File: src/rtl/arb_pkg.sv
// Shared types and helpers for the N-master round-robin address-channel arbiter.
package arb_pkg;

    typedef enum logic {
        IDLE   = 1'b0,
        LOCKED = 1'b1
    } arb_state_e;

    localparam int ARB_MAX_M = 16;
    localparam int ARB_IDX_W = $clog2(ARB_MAX_M);

    // All-zero input maps to index 0, which is also the idle grant index.
    function automatic logic [ARB_IDX_W-1:0] onehot2idx(input logic [ARB_MAX_M-1:0] oh);
        logic [ARB_IDX_W-1:0] idx;
        idx = '0;
        for (int i = 0; i < ARB_MAX_M; i++) begin
            if (oh[i]) idx = idx | ARB_IDX_W'(i);
        end
        return idx;
    endfunction

endpackage

File: src/rtl/rr_prio_pick.sv
// Combinational round-robin pick: rotate req so ptr sits at bit 0, take the
// lowest set bit, then rotate the one-hot result back. Zero latency.
module rr_prio_pick #(
    parameter int NUM_M = 4,
    parameter int IDX_W = 2
) (
    input  logic [NUM_M-1:0] req,
    input  logic [IDX_W-1:0] ptr,
    output logic [NUM_M-1:0] pick
);

    logic [NUM_M-1:0] w_rot;
    logic [NUM_M-1:0] w_enc;

    function automatic int rot_idx(input int j, input logic [IDX_W-1:0] p);
        int s;
        s = j + int'(p);
        return (s >= NUM_M) ? s - NUM_M : s;
    endfunction

    always_comb begin
        logic found;
        w_rot = '0;
        w_enc = '0;
        pick  = '0;
        found = 1'b0;
        for (int j = 0; j < NUM_M; j++) begin
            w_rot[j] = req[rot_idx(j, ptr)];
        end
        for (int j = 0; j < NUM_M; j++) begin
            if (!found && w_rot[j]) begin
                w_enc[j] = 1'b1;
                found    = 1'b1;
            end
        end
        for (int j = 0; j < NUM_M; j++) begin
            if (w_enc[j]) pick[rot_idx(j, ptr)] = 1'b1;
        end
    end

endmodule

File: src/rtl/arbiter_nm.sv
// N-master round-robin arbiter holding a grant for a whole AXI transaction.
// Optional stall watchdog enabled by defining ARB_TIMEOUT_EN.
module arbiter_nm
    import arb_pkg::*;
#(
    parameter int NUM_M   = 4,
    parameter int IDX_W   = $clog2(NUM_M),
    parameter int TIMEOUT = 256
) (
    input  logic             ACLK,
    input  logic             ARESET,
    input  logic [NUM_M-1:0] VALID_NM,
    input  logic             HandShake,
    input  logic             LAST,
    output logic [NUM_M-1:0] grant_out,
    output logic [IDX_W-1:0] grant_idx,
    output logic             busy,
    output logic             timeout_err
);

    if (NUM_M < 2 || NUM_M > ARB_MAX_M) begin : g_bad_num_m
        $error("arbiter_nm: NUM_M must be 2..16");
    end
    if (TIMEOUT < 2) begin : g_bad_timeout
        $error("arbiter_nm: TIMEOUT must be at least 2");
    end

    arb_state_e       r_state;
    arb_state_e       w_state_nxt;
    logic [IDX_W-1:0] r_ptr;
    logic [NUM_M-1:0] r_lock_grant;
    logic [NUM_M-1:0] w_pick;
    logic [NUM_M-1:0] w_grant;
    logic [IDX_W-1:0] w_win_idx;
    logic [IDX_W-1:0] w_ptr_nxt;
    logic             w_fin;
    logic             w_timeout;

    assign w_fin = HandShake & LAST;

    rr_prio_pick #(
        .NUM_M (NUM_M),
        .IDX_W (IDX_W)
    ) u_pick (
        .req  (VALID_NM),
        .ptr  (r_ptr),
        .pick (w_pick)
    );

    assign w_win_idx = IDX_W'(onehot2idx(ARB_MAX_M'(w_pick)));
    assign w_ptr_nxt = (w_win_idx == IDX_W'(NUM_M - 1)) ? '0 : w_win_idx + IDX_W'(1);

    always_comb begin
        w_state_nxt = r_state;
        w_grant     = '0;
        case (r_state)
            IDLE: begin
                w_grant = w_pick;
                // A single-beat transaction finishing in its grant cycle never locks.
                if (|VALID_NM && !w_fin) w_state_nxt = LOCKED;
            end
            LOCKED: begin
                w_grant = r_lock_grant;
                if (w_fin || w_timeout) w_state_nxt = IDLE;
            end
            default: w_state_nxt = IDLE;
        endcase
        if (ARESET) w_grant = '0;
    end

    always_ff @(posedge ACLK) begin
        if (ARESET) begin
            r_state      <= IDLE;
            r_ptr        <= '0;
            r_lock_grant <= '0;
        end else begin
            r_state <= w_state_nxt;
            if (r_state == IDLE && |VALID_NM) begin
                r_ptr        <= w_ptr_nxt;
                r_lock_grant <= w_pick;
            end
        end
    end

    assign grant_out = w_grant;
    assign grant_idx = IDX_W'(onehot2idx(ARB_MAX_M'(w_grant)));
    assign busy      = (r_state == LOCKED);

`ifdef ARB_TIMEOUT_EN
    localparam int CNT_W = $clog2(TIMEOUT + 1);

    logic [CNT_W-1:0] r_cnt;
    logic             r_timeout_err;

    assign w_timeout = (r_state == LOCKED) && !w_fin && (r_cnt == CNT_W'(TIMEOUT - 1));

    // Counter idles at zero, so lock entry always starts a fresh window.
    always_ff @(posedge ACLK) begin
        if (ARESET) begin
            r_cnt         <= '0;
            r_timeout_err <= 1'b0;
        end else begin
            r_timeout_err <= w_timeout;
            if (r_state == IDLE || HandShake || w_timeout) r_cnt <= '0;
            else                                            r_cnt <= r_cnt + CNT_W'(1);
        end
    end

    assign timeout_err = r_timeout_err;
`else
    assign w_timeout   = 1'b0;
    assign timeout_err = 1'b0;
`endif

endmodule
File: config.mk
export PLATFORM = sky130hd
export DESIGN_NAME = arbiter_nm
export DESIGN_NICKNAME = d
export VERILOG_FILES = /design/src/rtl/arb_pkg.sv /design/src/rtl/rr_prio_pick.sv /design/src/rtl/arbiter_nm.sv
export SDC_FILE = /design/constraint.sdc
export NUM_CORES = 1
export LEC_CHECK = 0
export ABC_AREA = 1
export CAP_MARGIN = 20
export CORE_AREA = 2 2 45 47
export CTS_BUF_LIST = sky130_fd_sc_hd__clkbuf_2 sky130_fd_sc_hd__clkbuf_4 sky130_fd_sc_hd__clkbuf_8
export CTS_CLUSTER_DIAMETER = 60
export DETAILED_ROUTE_END_ITERATION = 16
export DIE_AREA = 0 0 47 49
export PLACE_DENSITY_LB_ADDON = 0.1
export SYNTH_ARGS = -nofsm -noshare
export SYNTH_HDL_FRONTEND = slang
export SYNTH_SLANG_ARGS = --single-unit
File: constraint.sdc
create_clock -name ACLK -period 1.85 [get_ports ACLK]
set_input_delay 0.185 -clock ACLK [delete_from_list [all_inputs] [get_ports ACLK]]
set_output_delay 0.185 -clock ACLK [all_outputs]
set_load 0.01 [all_outputs]
==> summary.md <==
| Metric | Value |
|---|---|
| Cells after synthesis | `134` |
| Vias/cell | `4.813` |
| Final ANT Viol Nets | `0` |
| Slew Viols, Final | `0` |
| Critical Path Sink Type | `primary output` |
| Mapped Nets | `148` |
| Final setup vio count | `6` |
| Worst vdd ir | `0.6769 mV` |
| N_diodes | `0` |
| Vias in the first global route | `870` |
| Cell family with most CP delay | `simple AND/OR/NAND/NOR gates` |
| PortBufs | `14` |
| Switching pwr | `0.7486 mW` |
| Tot GR Track Use | `21.23%` |
| Via count | `924` |
| Max Cap Viol | `0` |
| Min-Delay Startpoint | `r_lock_grant[1]` |
| Post-synthesis mux area share | `0%` |
| Layout area overhead | `44.09%` |
| DR WL/cell | `10.61 um` |
| Cells after DPL | `186` |
| Min Tclk post-route | `2.089 ns` |
| Core ar. | `0.001842 mm^2` |
| Routability congestion estimate from global placement | `0.8330` |
| Worst path max stage delay | `0.37 ns` |
| Simple-gate portion of the synthesized area | `46.39%` |
| Dpl ws | `-0.5487 ns` |
| Unrepaired setup endpoints after global routing | `yes` |
| CTS Hold Bufs | `0` |
| RR Startpoint | `r_ptr[0]` |
| Largest net degree at the start of global routing | `11` |
| First-pass GRT wire length | `3.677 mm` |
| Crit. Startpoint | `r_ptr[0]` |
| DRC viols | `0` |
| Clk buf depth | `2` |
| Sequential cell area fraction in the yosys report | `17.20%` |
| Failing checks | `negative setup slack` |
| CTS buffer count | `3` |
| Data arrival time of the worst path | `1.90 ns` |
| Data required time of the worst path | `1.66 ns` |
| Die height | `49 um` |
| Final non-filler cell total | `192` |
| Initial antenna violation count | `0` |
| Drt total wl | `2.038 mm` |
| Post-synthesis compound-gate area fraction | `10.91%` |
| Synth Area in Adders | `9.217%` |
| Largest family of logic cells by synthesized area | `simple AND/OR/NAND/NOR gates` |
| Slowest CP cell | `dfxtp_4` |
| Worst-skew pair later-pin latency | `0.26 ns` |
| Drt first pass iters | `4` |
| Starting Density | `44.23%` |
| Switching Fraction | `49.66%` |
| CTS tree | `done` |
| GR Overflow Total | `0` |
| Count of cell types in the netlist | `28` |
| Cell Area, Synth | `814.5 um^2` |
| Clock sink count | `7` |
| Internal Pwr Total | `0.7587 mW` |
| Row Count | `16` |
| Crit-path max FO | `4` |
| Number of synthesized register bits | `7` |
| Die Wd | `47 um` |
| Final hold vios | `0` |
| XOR/XNOR Fraction of Synth Area | `0%` |
| Layout Nets | `180` |
| Die ar. | `0.002303 mm^2` |
| Htree depth | `1` |
| Setup WS post-layout | `-0.2390 ns` |
| Syn avg cell area | `6.079 um^2` |
| Status | `complete, but fails checks` |
| Leakage | `0.6533 nW` |
| Initial drt markers | `12` |
| Reg power frac | `14.7%` |
| Yosys warns | `0` |
| Min-delay worst type | `flip-flop to flip-flop` |
| Worst path buffer plus inverter count | `3` |
| Io pins | `16` |
| Worst Skew | `0.004265 ns` |
| Worst Setup Start Kind | `flip-flop` |
| Combinational Power Share | `74.8%` |
| CP cell instances | `inv_6 > ha_4 > nand3_1 > nand2_2 > nand2_4 > nor2_4 > nand2_1 > nand3_2 > inv_2 > nand2_2 > o211ai_2 > nand2_1 > buf_2` |
| Critical path class | `flip-flop to primary output` |
| Fmax | `478.7 MHz` |
| Clock power frac | `10.5%` |
| Clock Tree Root | `clkbuf_4` |
| Proportion of layout cells with a drive suffix above 1 | `38.79%` |
| P per Cell Area | `1284 mW/mm^2` |
| Tcrit/Tclk final | `112.9%` |
| Detailed Place HPWL | `1.615 mm` |
| Reg clk slew, reported paths | `0.06 ns` |
==> area by class of cell <==
cell class / instances / area [um^2]
timing repair buffer: 29 / 236.5
inverter: 28 / 112.6
fill: 182 / 668.1
clock buffer: 4 / 30.03
sequential: 7 / 145.1
multi-input combinational: 97 / 615.6
tap: 27 / 33.78
==> power groups by stage <==
stage                     logic [mW]  clock network, mW  registers [mW]
after floorplan                0.689                  0           0.219
after global placement         0.990                  0           0.219
after detailed placement        1.01                  0           0.219
after CTS                       1.08              0.163           0.218
after global routing            1.25              0.179           0.226
final                           1.13              0.158           0.221
==> cells in the final DEF (no fill, tap or decap), types with 8 or more instances in the layout <==
cell type,instances
clkdlybuf4s50_1,8
nand3_1,14
nand2_2,8
buf_4,13
inv_1,18
nand3_2,9
nand2_1,33
==> what timing repair did <==
action                                  in CTS  in global routing
pin swaps                                    8                  6
buffers inserted                             0                  2
endpoints found under the setup margin       6                  6
gates resized for setup                     41                  6
==> worst reg2reg max path, stage by stage, from the launching register on <==
cell and delay [ns]:
dfxtp_4 0.37, inv_6 0.04, ha_4 0.28, nand3_1 0.09, nand2_2 0.10, nand2_4 0.07
nor2_4 0.16, nand2_1 0.09, clkinv_1 0.06, nor2_2 0.04, buf_4 0.13, nand2_1 0.06
nand3_1 0.07, a21oi_2 0.11
==> cell families (layout without fill, tap and decap cells) <==
family / Yosys count / in the layout
AO/OA/AOI/OAI: 14 / 14
adder cells (fa/ha/maj): 6 / 6
buffers and inverters: 30 / 61
flip-flops: 7 / 7
other: 1 / 1
AND/OR/NAND/NOR: 76 / 76
==> cells in the mapped netlist (all sizes together) <==
master	instances	share of area [%]
or2	2	1.5
nor2	5	3.8
a211oi	1	0.92
o211ai	2	2.5
buf	2	2.3
nor4	1	0.77
nand2	44	24
clkinv	3	1.4
nand3	23	16
dfxtp	7	17
ha	6	9.2
inv	25	12
nor3	1	0.61
conb	1	0.46
a21oi	5	3.5
o21ai	5	3.1
a22oi	1	0.92
==> per-stage QoR <==
stage                     hold WS (ns)  TNS, ns  utilization, %  total power [mW]  cell area (um^2)
after detailed placement        0.4859   -3.122           58.70             1.233              1081
final                           0.4976   -1.257           63.72             1.507              1174
after CTS                       0.5058   -1.174           61.75             1.456              1137
after global placement          0.4883   -2.879           58.70             1.210              1081
after floorplan                 0.2474        0               -            0.9073             828.3
after global routing            0.5453   -1.970           63.72             1.654              1174
==> final timing paths <==
path / endpoint / slack (ns) / cells past startpoint
max: grant_idx[1] / -0.24 / 13
min: r_lock_grant[1] / 0.50 / 2
max reg2reg: r_ptr[1] / 0.12 / 13
min reg2reg: r_lock_grant[1] / 0.50 / 2
==> per-layer routing <==
metal / vias up / track usage (%) / routed length, um / part of all wire, %
li1: 482 / - / - / -
met2: 19 / 33.11 / 991 / 49
met5: - / 0 / 0 / 0
met4: 0 / 2.778 / 0 / 0
met1: 423 / 29.09 / 966 / 47
met3: 0 / 6.667 / 80 / 3.9
==> registers in the layout, indices dropped and copies added (netlist names) <==
register and flops:
r_ptr 2, busy 1, r_lock_grant 4
Power figures use the tool's default switching activity.
